--- src/rtl/icache_refill.sv ---
`default_nettype none
// ============================================================================
// Module      : icache_refill
// Description : Instruction-cache line-refill engine. Accepts one miss at a
//               time, issues one line-aligned read burst of WORDS beats on the
//               I-side channel of the AXI read arbiter, and collects the
//               returned beats into a line buffer. The missed (critical) word
//               is forwarded combinationally as it arrives. The finished line
//               is handed back to the cache with a one-cycle valid pulse.
//
// Ports       : clk, rst                 clock, async active-high reset
//               miss_req/miss_addr       refill request from the cache
//               miss_ready               engine idle, miss can be taken
//               crit_valid/crit_data     critical word, same cycle as beat
//               refill_valid/addr/line   completed line (one-cycle pulse)
//               refill_err               line came from a malformed burst
//               i_ar*                    AR channel to the arbiter
//               i_r*                     R channel from the arbiter
// Revision    : 1.0  initial release
// ============================================================================
module icache_refill #(
    parameter int WORDS = 8
) (
    input  logic                 clk,
    input  logic                 rst,
    input  logic                 miss_req,
    input  logic [31:0]          miss_addr,
    output logic                 miss_ready,
    output logic                 crit_valid,
    output logic [31:0]          crit_data,
    output logic                 refill_valid,
    output logic [31:0]          refill_addr,
    output logic [32*WORDS-1:0]  refill_line,
    output logic                 refill_err,
    output logic [31:0]          i_araddr,
    output logic [3:0]           i_arlen,
    output logic                 i_arvalid,
    input  logic                 i_arready,
    input  logic [31:0]          i_rdata,
    input  logic                 i_rlast,
    input  logic                 i_rvalid,
    output logic                 i_rready
);

    localparam int OFF_W = $clog2(WORDS) + 2;
    localparam int IDX_W = $clog2(WORDS);
    localparam int CNT_W = IDX_W + 1;

    localparam logic [CNT_W-1:0] C_CNT_FULL = CNT_W'(WORDS);
    localparam logic [CNT_W-1:0] C_CNT_LAST = CNT_W'(WORDS - 1);

    typedef enum logic [1:0] {
        S_IDLE = 2'd0,
        S_AR   = 2'd1,
        S_R    = 2'd2,
        S_DONE = 2'd3
    } state_t;

    state_t             r_state;
    state_t             w_state_nxt;
    logic [31:0]        r_line_addr;
    logic [IDX_W-1:0]   r_crit_off;
    logic [CNT_W-1:0]   r_cnt;
    logic               r_err;
    logic [31:0]        r_buf [WORDS];

    logic               w_accept;
    logic               w_beat;
    logic               w_unused_addr_lsb;

    // Word-within-line index ignores the byte lane bits.
    assign w_unused_addr_lsb = ^miss_addr[1:0];

    // ------------------------------------------------------------------
    // State register
    // ------------------------------------------------------------------
    always_ff @(posedge clk or posedge rst) begin
        if (rst) begin
            r_state <= S_IDLE;
        end else begin
            r_state <= w_state_nxt;
        end
    end

    // ------------------------------------------------------------------
    // Next-state and control outputs
    // ------------------------------------------------------------------
    always_comb begin
        w_state_nxt  = r_state;
        miss_ready   = 1'b0;
        i_arvalid    = 1'b0;
        i_rready     = 1'b0;
        refill_valid = 1'b0;
        case (r_state)
            S_IDLE: begin
                miss_ready = 1'b1;
                if (miss_req) begin
                    w_state_nxt = S_AR;
                end
            end
            S_AR: begin
                i_arvalid = 1'b1;
                if (i_arready) begin
                    w_state_nxt = S_R;
                end
            end
            S_R: begin
                i_rready = 1'b1;
                if (i_rvalid && i_rlast) begin
                    w_state_nxt = S_DONE;
                end
            end
            S_DONE: begin
                refill_valid = 1'b1;
                w_state_nxt  = S_IDLE;
            end
            default: begin
                w_state_nxt = S_IDLE;
            end
        endcase
    end

    assign w_accept = (r_state == S_IDLE) && miss_req;
    // i_rready is 1 throughout R, so every valid beat there is accepted.
    assign w_beat   = (r_state == S_R) && i_rvalid;

    // ------------------------------------------------------------------
    // Datapath: request latch, beat counter, line buffer, error flag
    // ------------------------------------------------------------------
    always_ff @(posedge clk or posedge rst) begin
        if (rst) begin
            r_line_addr <= '0;
            r_crit_off  <= '0;
            r_cnt       <= '0;
            r_err       <= 1'b0;
            for (int k = 0; k < WORDS; k++) begin
                r_buf[k] <= '0;
            end
        end else if (w_accept) begin
            r_line_addr <= {miss_addr[31:OFF_W], {OFF_W{1'b0}}};
            r_crit_off  <= miss_addr[OFF_W-1:2];
            r_cnt       <= '0;
            r_err       <= 1'b0;
            for (int k = 0; k < WORDS; k++) begin
                r_buf[k] <= '0;
            end
        end else if (w_beat) begin
            // Counter saturates at WORDS; surplus beats are dropped.
            if (r_cnt != C_CNT_FULL) begin
                r_buf[r_cnt[IDX_W-1:0]] <= i_rdata;
                r_cnt                   <= r_cnt + 1'b1;
            end
            // Malformed burst: a beat beyond the line, or rlast on any beat
            // other than the last word of the line.
            if ((r_cnt == C_CNT_FULL) || (i_rlast && (r_cnt != C_CNT_LAST))) begin
                r_err <= 1'b1;
            end
        end
    end

    // ------------------------------------------------------------------
    // Outputs
    // ------------------------------------------------------------------
    // The counter only moves forward on accepted beats, so the match with
    // the critical offset can occur at most once per miss.
    assign crit_valid  = w_beat && (r_cnt == {1'b0, r_crit_off});
    assign crit_data   = i_rdata;

    assign i_araddr    = r_line_addr;
    assign i_arlen     = 4'(WORDS - 1);

    assign refill_addr = r_line_addr;
    assign refill_err  = r_err && (r_state == S_DONE);

    for (genvar k = 0; k < WORDS; k++) begin : g_pack
        assign refill_line[32*k +: 32] = r_buf[k];
    end

endmodule
`default_nettype wire

--- config.mk ---
export PLATFORM = sky130hd
export DESIGN_NAME = icache_refill
export DESIGN_NICKNAME = d
export VERILOG_FILES = /design/src/rtl/icache_refill.sv
export SDC_FILE = /design/constraint.sdc
export NUM_CORES = 1
export LEC_CHECK = 0
export ABC_AREA = 1
export BUFFER_PORTS_ARGS = -buffer_cell sky130_fd_sc_hd__buf_2
export CORE_AREA = 2 2 170 172
export CTS_BUF_LIST = sky130_fd_sc_hd__clkbuf_8
export DETAILED_ROUTE_END_ITERATION = 16
export DIE_AREA = 0 0 172 174
export PLACE_DENSITY = 0.8
export SETUP_SLACK_MARGIN = 0.2
export SLEW_MARGIN = 10
export SYNTH_ARGS = -nofsm -noshare
export SYNTH_HDL_FRONTEND = slang
export SYNTH_SLANG_ARGS = --single-unit
--- constraint.sdc ---
create_clock -name clk -period 9.9 [get_ports clk]
set_input_delay 0.495 -clock clk [delete_from_list [all_inputs] [get_ports clk]]
set_output_delay 0.495 -clock clk [all_outputs]
set_load 0.02 [all_outputs]
==> impl_results.md <==
* Worst-margin pin slew at about 1.0 ns
* Reg2reg start: r_state[1]
* Power Total at 0.00378 W
* Nets at between 1500 and 2000
* Final period util at 31.4%
* Max-Slew Margin vs Limit at 30.0%
* Pin count of the biggest net entering global routing at 112
* Final setup viols at 0
* IO Count at around 430
* Post-synthesis cell area at between 10000 and 15000 um2
* Share of cells above drive strength 1 at approximately 30%
* Max Root-Sink Buffers at 3
* Hold-fix buffers, CTS at 0
* Worst min path class: primary input to async pin
* Via density at 5.03
* VDD IR max at ~0.00015 V
* Postcts setup bufs at 0
* Worst-path clk slew at about 0.060 ns
* Grt total ovfl at 0
* Placed cells at 2123
* Crit path time final at 3.11 ns
* Max Clk Rate at 322 MHz
* Total Routing Usage GR at 25.5%
* Clock root buffer: clkbuf_8
* CTS buffer count at 50
* Initial antenna violation count at 0
* Number of hold violations in the final report at 0
* Finished Layout Cells at ~2200
* Post-DRT Antenna Nets at 0
* Terminus of the critical flop-to-flop path: refill_line[31]
* Critical path endpoint category: register
* Warnings from Yosys at 0
* Die area at 29900 um2
* DRT iter0 DRCs at 916
* WP data required at slightly above 10 ns
* Synth-to-Final Area Change at 19.9%
* Slew Limit Fails at 0
* CTS resizes at 0
* CP Data Arrival Time at 3.53 ns
* Clock tree from TritonCTS: done
* TritonRoute pass-1 iters at 5
* Clk sink count at 293
* Core area at 28200 um2
* Placement Rows at 62
* Starting density of the core at 45.2%
* RD Place Congestion at 0.874
* Routed length per instance at around 18 um
* H-tree levels at 2
* Total of max-cap violations at 0
* Port bufs at 415
* Final Skew at between 0.01 and 0.015 ns
* Leak at 9.68 nW
* Avg Cell Area, Syn at 8.75 um2
* Setup TNS at 0 ns
* Die X at 172 um
* Mapped Cells at 1458
* Vias in the first global route at 10700
* Area contributors post-synth: dfrtp_1, nand2_1, nand3_1, buf_4, nor2_2
* Diode count at 0
* Detail Placement HPWL at 25400 um
* First-pass GRT wire length at ~60000 um
* Worst reg-to-reg path cell count at 8
* Count of unique library cells instantiated by Yosys at 30
* Critical-path maximum fanout at between 100 and 150
* Yosys top cell by area: dfrtp_1
* Final wirelength at 38900 um
* Power Density at 247 nW/um2
* Critical path type: register to register
* Post-synthesis sequential area ratio at 57.5%
* Die height at 174 um
* Synth top area share at 57.5%
* Status: finished clean
* RSZ-0062 raised after global routing: false
* Clk Latency, worst-skew pair at around 0.54 ns
* R2R setup slack at 6.79 ns
* Number of remaining DRC errors at 0
* Startpoint Class: register
* FF+latch count, synth at 293
* Total number of vias at 11100
[cell usage in the layout, fill, tap and decap left out, types with 7 or more instances in the layout]
cell type,n
buf_2,415
clkbuf_8,61
conb_1,14
dfrtp_1,293
inv_1,62
nand2_1,715
nand3_1,168
nor2_1,7
nor2_2,26
[registers in the layout (all words and copies together) (netlist names)]
signal and count:
refill_line 256, i_araddr 27, r_cnt 4, r_crit_off 3, r_state 2, r_err 1
[per-stage QoR]
step           setup slack (ns)  instance area, um2  utilization (%)  hold WS (ns)
2_1_floorplan              1.31               12800                -         0.468
3_3_place_gp               6.89               14300             50.8         0.449
4_1_cts                    6.85               15300             54.1        0.0495
3_5_place_dp               6.86               14300             50.8         0.453
5_1_grt                    6.63               15300             54.1        0.0851
6_report                   6.79               15300             54.1        0.0542
[cells by family after synthesis]
logic type / after synthesis / share of synthesized area (%)
buf+inv: 204 / 10.3
compound gates: 8 / 0.333
simple gates: 941 / 31.0
other cells: 2 / 0.0589
xor+xnor: 4 / 0.275
fa+ha+maj: 6 / 0.589
flops: 293 / 57.5
[worst max-delay path, stage by stage, from the launching register on]
cell and delay [ns]:
dfrtp_1 0.41, inv_1 0.10, ha_1 0.32, nand2_8 0.41
inv_2 0.14, buf_4 0.72, nor2_1 0.47, nand2_1 0.19
nand2_1 0.07
[cell type report]
class                   count  area [um2]
clock inverters            25         106
well taps                 384         480
multi-input cells         973        4190
fillers                  2595       12900
clock buffers              61         840
flip-flops and latches    293        7330
inverters                  53         226
repair buffers            420        2110
[layer usage]
metal  vias to the layer above  wire length (um)  global-route usage (%)
li1                       5082                 -                       -
met1                      5349             15700                    33.5
met2                       572             18300                    41.1
met3                        98              3500                    5.69
met4                         0              1360                    9.94
met5                         -                 0                       0
[worst max-delay path by stage]
stage | from | endpoint | slack [ns] | depth (start not counted)
detailed placement | rst | refill_line[25] | 6.86 | 4
floorplan | rst | i_araddr[10] | 1.31 | 1
finish | r_state[1] | refill_line[31] | 6.79 | 8
global route | r_state[1] | refill_line[31] | 6.63 | 8
CTS | r_state[1] | refill_line[31] | 6.85 | 8
global placement | rst | refill_line[24] | 6.89 | 4
[cells in the mapped netlist]
| cell type | number |
|---|---|
| nand2_1 | 715 |
| dfrtp_1 | 293 |
| nand3_1 | 168 |
| buf_4 | 102 |
| inv_1 | 44 |
| nor2_2 | 29 |
| buf_6 | 16 |
| clkbuf_1 | 16 |
| buf_2 | 15 |
| nand2_2 | 7 |
| nor2_1 | 7 |
| ha_1 | 6 |
| inv_4 | 6 |
| nand2_4 | 6 |
| o21ai_0 | 6 |
| buf_1 | 2 |
| conb_1 | 2 |
| inv_2 | 2 |
| nor3_2 | 2 |
| nor3_4 | 2 |
| xnor2_1 | 2 |
| xor2_1 | 2 |
| a21oi_1 | 1 |
| inv_6 | 1 |
| nand3_4 | 1 |
| nand4_1 | 1 |
| nor2_4 | 1 |
| nor2_8 | 1 |
| nor3_1 | 1 |
| o211ai_1 | 1 |
[power by group]
| part | internal (W) | switching, W |
|---|---|---|
| sequential | 0.00139 | 0.000136 |
| combinational | 0.000314 | 0.000913 |
| clock | 0.000552 | 0.000475 |
(Power assumes the default switching activity.)
